File: src/rtl/frame_pkg.sv
// Shared definitions for the SDRAM frame reader: FSM state encoding and
// default parameter values.
package frame_pkg;

    typedef enum logic [2:0] {
        IDLE,
        CHECK,
        REQ,
        DATA,
        DONE
    } frame_state_t;

    localparam int              DEF_ADDR_W      = 24;
    localparam int              DEF_DATA_W      = 16;
    localparam longint unsigned DEF_FRAME_BASE  = 64'd0;
    localparam int              DEF_FRAME_WORDS = 307200;
    localparam int              DEF_BURST_LEN   = 256;
    localparam int              DEF_FIFO_DEPTH  = 1024;

endpackage

File: src/rtl/frame_reader.sv
// Reads one frame from SDRAM as a series of bursts, throttled by downstream
// FIFO space, and forwards each returned word to the FIFO one cycle later.
module frame_reader
    import frame_pkg::*;
#(
    parameter int              ADDR_W      = DEF_ADDR_W,
    parameter int              DATA_W      = DEF_DATA_W,
    parameter longint unsigned FRAME_BASE  = DEF_FRAME_BASE,
    parameter int              FRAME_WORDS = DEF_FRAME_WORDS,
    parameter int              BURST_LEN   = DEF_BURST_LEN,
    parameter int              FIFO_DEPTH  = DEF_FIFO_DEPTH
)(
    input  logic                          mem_clk,
    input  logic                          rst_n,
    input  logic                          frame_start,
    input  logic [$clog2(FIFO_DEPTH):0]   fifo_wrusedw,
    output logic                          rd_req,
    output logic [ADDR_W-1:0]             rd_addr,
    output logic [$clog2(BURST_LEN):0]    rd_len,
    input  logic                          rd_ack,
    input  logic                          rd_data_valid,
    input  logic [DATA_W-1:0]             rd_data,
    output logic                          fifo_wr_en,
    output logic [DATA_W-1:0]             fifo_wr_data,
    output logic                          read_finish,
    output logic                          busy
);

    localparam int     LEN_W      = $clog2(BURST_LEN) + 1;
    localparam int     REM_W      = $clog2(FRAME_WORDS + 1);
    localparam longint FILL_LIMIT = longint'(FIFO_DEPTH) - longint'(BURST_LEN);

    frame_state_t     state;
    frame_state_t     state_next;
    logic [REM_W-1:0] remaining;
    logic [LEN_W-1:0] beat_cnt;
    logic             fifo_room;
    logic             beat_in;
    logic             last_beat;
    logic             frame_end;

    // A burst is only issued when the FIFO can absorb a full-length burst.
    assign fifo_room = longint'(fifo_wrusedw) <= FILL_LIMIT;
    assign beat_in   = (state == DATA) && rd_data_valid;
    assign last_beat = beat_in && ((beat_cnt + LEN_W'(1)) == rd_len);
    assign frame_end = longint'(remaining) == longint'(rd_len);

    always_ff @(posedge mem_clk or negedge rst_n) begin
        if (!rst_n) begin
            state <= IDLE;
        end else begin
            state <= state_next;
        end
    end

    always_comb begin
        state_next = state;
        case (state)
            IDLE:    if (frame_start) state_next = CHECK;
            CHECK:   if (fifo_room) state_next = REQ;
            REQ:     if (rd_ack) state_next = DATA;
            DATA:    if (last_beat) state_next = frame_end ? DONE : CHECK;
            DONE:    state_next = IDLE;
            default: state_next = IDLE;
        endcase
    end

    always_comb begin
        rd_req      = (state == REQ);
        busy        = (state != IDLE);
        read_finish = (state == DONE);
    end

    // rd_addr doubles as the running frame address; it only moves once a
    // burst has fully returned, so it stays stable while rd_req is held.
    always_ff @(posedge mem_clk or negedge rst_n) begin
        if (!rst_n) begin
            rd_addr   <= '0;
            rd_len    <= '0;
            remaining <= '0;
            beat_cnt  <= '0;
        end else begin
            case (state)
                IDLE: begin
                    if (frame_start) begin
                        rd_addr   <= ADDR_W'(FRAME_BASE);
                        remaining <= REM_W'(FRAME_WORDS);
                    end
                end
                CHECK: begin
                    if (fifo_room) begin
                        rd_len   <= (longint'(remaining) >= longint'(BURST_LEN)) ?
                                    LEN_W'(BURST_LEN) : LEN_W'(remaining);
                        beat_cnt <= '0;
                    end
                end
                DATA: begin
                    if (rd_data_valid) begin
                        beat_cnt <= beat_cnt + LEN_W'(1);
                        if (last_beat) begin
                            remaining <= remaining - REM_W'(rd_len);
                            rd_addr   <= rd_addr + ADDR_W'(rd_len);
                        end
                    end
                end
                default: ;
            endcase
        end
    end

    always_ff @(posedge mem_clk or negedge rst_n) begin
        if (!rst_n) begin
            fifo_wr_en   <= 1'b0;
            fifo_wr_data <= '0;
        end else begin
            fifo_wr_en <= beat_in;
            if (beat_in) begin
                fifo_wr_data <= rd_data;
            end
        end
    end

endmodule

File: config.mk
export PLATFORM = sky130hd
export DESIGN_NAME = frame_reader
export DESIGN_NICKNAME = d
export VERILOG_FILES = /design/src/rtl/frame_pkg.sv /design/src/rtl/frame_reader.sv
export SDC_FILE = /design/constraint.sdc
export NUM_CORES = 1
export LEC_CHECK = 0
export BUFFER_PORTS_ARGS = -buffer_cell sky130_fd_sc_hd__clkbuf_2
export CORE_ASPECT_RATIO = 1.75
export CORE_MARGIN = 3
export CORE_UTILIZATION = 45
export CTS_BUF_LIST = sky130_fd_sc_hd__clkbuf_4 sky130_fd_sc_hd__clkbuf_8
export DETAILED_ROUTE_END_ITERATION = 8
export PLACE_DENSITY = 0.67
export SYNTH_ARGS = -nofsm -noshare
export SYNTH_HDL_FRONTEND = slang
export SYNTH_SLANG_ARGS = --single-unit
File: constraint.sdc
create_clock -name mem_clk -period 7.5 [get_ports mem_clk]
set_clock_uncertainty 0.1 [all_clocks]
set_input_delay 1.5 -clock mem_clk [delete_from_list [all_inputs] [get_ports mem_clk]]
set_output_delay 1.5 -clock mem_clk [all_outputs]
set_load 0.02 [all_outputs]
==> impl_metrics.json <==
{
  "status": "complete, no violations",
  "core_sq_um": 10300,
  "final_layout_size_suffix_gt1_share_pct": 19.0,
  "crit_fanout": 27,
  "ys_seq_area_share_pct": 42.7,
  "peakVddDrop_uv": 102,
  "wire_per_inst_um": 17.3,
  "syn_avg_cell_area_sq_um": 8.94,
  "critPathTopFamily": "simple AND/OR/NAND/NOR gates",
  "crit_path_end_kind": "register",
  "pwr-share-comb_pct": 18.6,
  "cts_buffer_depth": 2,
  "cts_resized": 0,
  "syn-num-nets": 584,
  "grt_overflow": 0,
  "post-route-period-util_pct": 61.3,
  "yosysWarnings": 0,
  "io_buffers": 84,
  "wirelength_mm": 12.8,
  "finalMaxSlewViolations": 0,
  "grt_use_total_pct": 22.3,
  "cts_root_buffer": "clkbuf_8",
  "io_pins": 85,
  "holdWs_ns": 0.378,
  "vias": 4300,
  "clock-sinks": 81,
  "gp_congestion": 0.853,
  "diodes": 0,
  "die_w_um": 83.6,
  "synthFlopType": "dfrtp_1",
  "multiInputGateArea_sq_um": 2560,
  "worstPathArrival_ns": 4.75,
  "min_period_ns": 4.60,
  "synth_area_leaders": "dfrtp_1 43%, nand2_1 7.0%, ha_1 5.0%",
  "setup_viol": 0,
  "grt_first_pass_wirelength_mm": 21.6,
  "cts_made_buffers": 9,
  "internal-power_uw": 697,
  "die_area_sq_um": 11900,
  "p_leak_uw": 0.00264,
  "hp-class": "register to register",
  "switchingPower_uw": 331,
  "path_cells": "clkbuf_2 -> nand4b_2 -> or3_1 -> and4b_1 -> o2111ai_1 -> and2_1 -> o41ai_1",
  "register_area_sq_um": 2030,
  "synth_enable_flop_cells": 0,
  "hold_viol": 0,
  "powerDensity_nw_per_um2": 188,
  "start_kind": "input port",
  "seqPwrFrac_pct": 49.0,
  "fin_setup_tns_ns": 0,
  "drv_cap": 0,
  "dp_hpwl_mm": 9.36,
  "fillers": 956,
  "netlist_area_sq_um": 4750,
  "first_pass_iters": 5,
  "htree_levels": 3,
  "synth_seq_cells": 81,
  "drc": 0,
  "clk_pin_slew_worst_paths_ns": 0.09,
  "relSlewSlack_pct": 30.0,
  "vias_per_cell": 5.82,
  "tightest_slew_ns": 1.05,
  "critPathKind": "input port to register",
  "rows": 49,
  "rsz0062_at_grt": "false",
  "antenna_found_initial": 0,
  "async_flop_share_pct": 100,
  "yosys.area.top_type": "dfrtp_1",
  "fin_nets": 660,
  "yosysTopAreaCellShare_pct": 42.7,
  "cp_num_buf_inv": 1,
  "fmax_mhz": 217,
  "crit_slowest_cell": "and2_1",
  "syn_to_final_growth_pct": 15.0,
  "grt_max_degree": 82,
  "drtIter0Drc": 243,
  "initial_core_util_pct": 46.1,
  "hold_buffers": 0,
  "critical_path_required_ns": 7.65,
  "grt_pass1_vias": 4421,
  "cts_tree": "built",
  "synth_cells": 531,
  "post_cts_buffers": 0,
  "die_y_um": 142,
  "synthDistinctLibCells": 58,
  "clk_latency_ns": 0.36,
  "antenna_left": 0,
  "sw_frac_of_total_pct": 32.2,
  "cpPeakStageDelay_ns": 0.69,
  "pwr-share-clk_pct": 32.4
}
==> layer usage <==
layer | track usage (%) | up-vias | share of wire [%]
met1 | 24.9 | 2077 | 39
met5 | 0 | - | 0
met4 | 9.32 | 0 | 2.6
li1 | - | 2082 | -
met2 | 41.9 | 114 | 55
met3 | 3.14 | 27 | 3.6
==> path summary, 6_finish.rpt <==
check | start | end | slack, ns | cells past startpoint
worst max-delay path | rd_data_valid | rd_addr[3] | 2.90 | 7
worst min register to register | fifo_wr_data[13] | fifo_wr_data[13] | 0.38 | 2
max in group asynchronous | rst_n | beat_cnt[8] | 5.39 | 1
min in group asynchronous | rst_n | fifo_wr_data[11] | 1.21 | 1
worst min-delay path | fifo_wr_data[13] | fifo_wr_data[13] | 0.38 | 2
worst max register to register | state[2] | rd_addr[3] | 3.61 | 6
==> cells in the final DEF (no fill, tap or decap), types with 7 or more instances in the layout <==
| cell | n |
|---|---|
| a21oi_1 | 31 |
| ha_1 | 19 |
| xnor2_1 | 12 |
| nor3_1 | 10 |
| o31ai_1 | 8 |
| or3_1 | 8 |
| dfrtp_1 | 81 |
| inv_1 | 19 |
| nand2_1 | 88 |
| clkbuf_8 | 10 |
| clkbuf_2 | 83 |
| a22o_1 | 9 |
| xor2_1 | 10 |
| nor2_1 | 22 |
| a31oi_1 | 10 |
| o21ai_0 | 28 |
| nand3_1 | 30 |
| o21ai_1 | 26 |
| o21a_1 | 8 |
| a21o_1 | 7 |
==> metrics by stage <==
stage	utilization (%)	instances	power [uW]	instance area [sq um]	setup WS, ns
after floorplan	-	531	645	4750	4.04
after global placement	51.0	723	692	5250	2.69
after detailed placement	51.0	723	702	5250	2.55
after CTS	53.0	739	1040	5460	2.89
after global routing	53.0	739	1080	5460	2.58
final	53.0	739	1030	5460	2.90
==> Yosys cell counts, types with 6 or more instances <==
master    instances
a21o_1            7
a21oi_1          31
a22o_1            9
a31oi_1          10
buf_2             6
clkbuf_1         14
dfrtp_1          81
ha_1             19
inv_1            19
nand2_1          88
nand3_1          30
nor2_1           22
nor3_1           10
o21a_1            8
o21ai_0          28
o21ai_1          26
o31ai_1           8
or3_1             8
xnor2_1          12
xor2_1           10
==> cell families after synthesis <==
family	count (synthesis)	share of synthesized area [%]
and+or+nand+nor	208	22.6
AOI/OAI and AO/OA	157	21.0
DFF	81	42.7
buffers and inverters	40	3.40
xor gates and xnor gates	22	4.06
adders and majority gates	21	5.85
muxes	2	0.448
==> layout make-up <==
type                            count  share of cell area, %
Clock inverter                      6                   1.24
Timing Repair Buffer               86                   8.02
Sequential cell                    81                   37.1
Tap cell                          127                   2.91
Clock buffer                       10                   2.52
Multi-Input combinational cell    410                   46.9
Inverter                           19                   1.31
==> sequential cells by signal, summed over array words and instances (netlist names) <==
| name | count |
|---|---|
| beat_cnt | 9 |
| fifo_wr_data | 16 |
| fifo_wr_en | 1 |
| rd_addr | 24 |
| rd_len | 9 |
| remaining | 19 |
| state | 3 |
==> worst register-to-register path: stages (launching register included) <==
cell       delay [ns]
dfrtp_1          0.43
nand4b_2         0.68
or3_1            0.66
and4b_1          0.29
o2111ai_1        0.47
and2_1           0.69
o41ai_1          0.46
==> power groups by stage <==
| stage | Clock (uW) | Combinational, uW | Sequential, uW |
|---|---|---|---|
| floorplan | 0 | 144 | 502 |
| global placement | 0 | 182 | 510 |
| detailed placement | 0 | 191 | 512 |
| CTS | 340 | 193 | 503 |
| global route | 360 | 212 | 509 |
| finish | 333 | 191 | 503 |
Note: power is estimated with default switching activity, not from simulation.
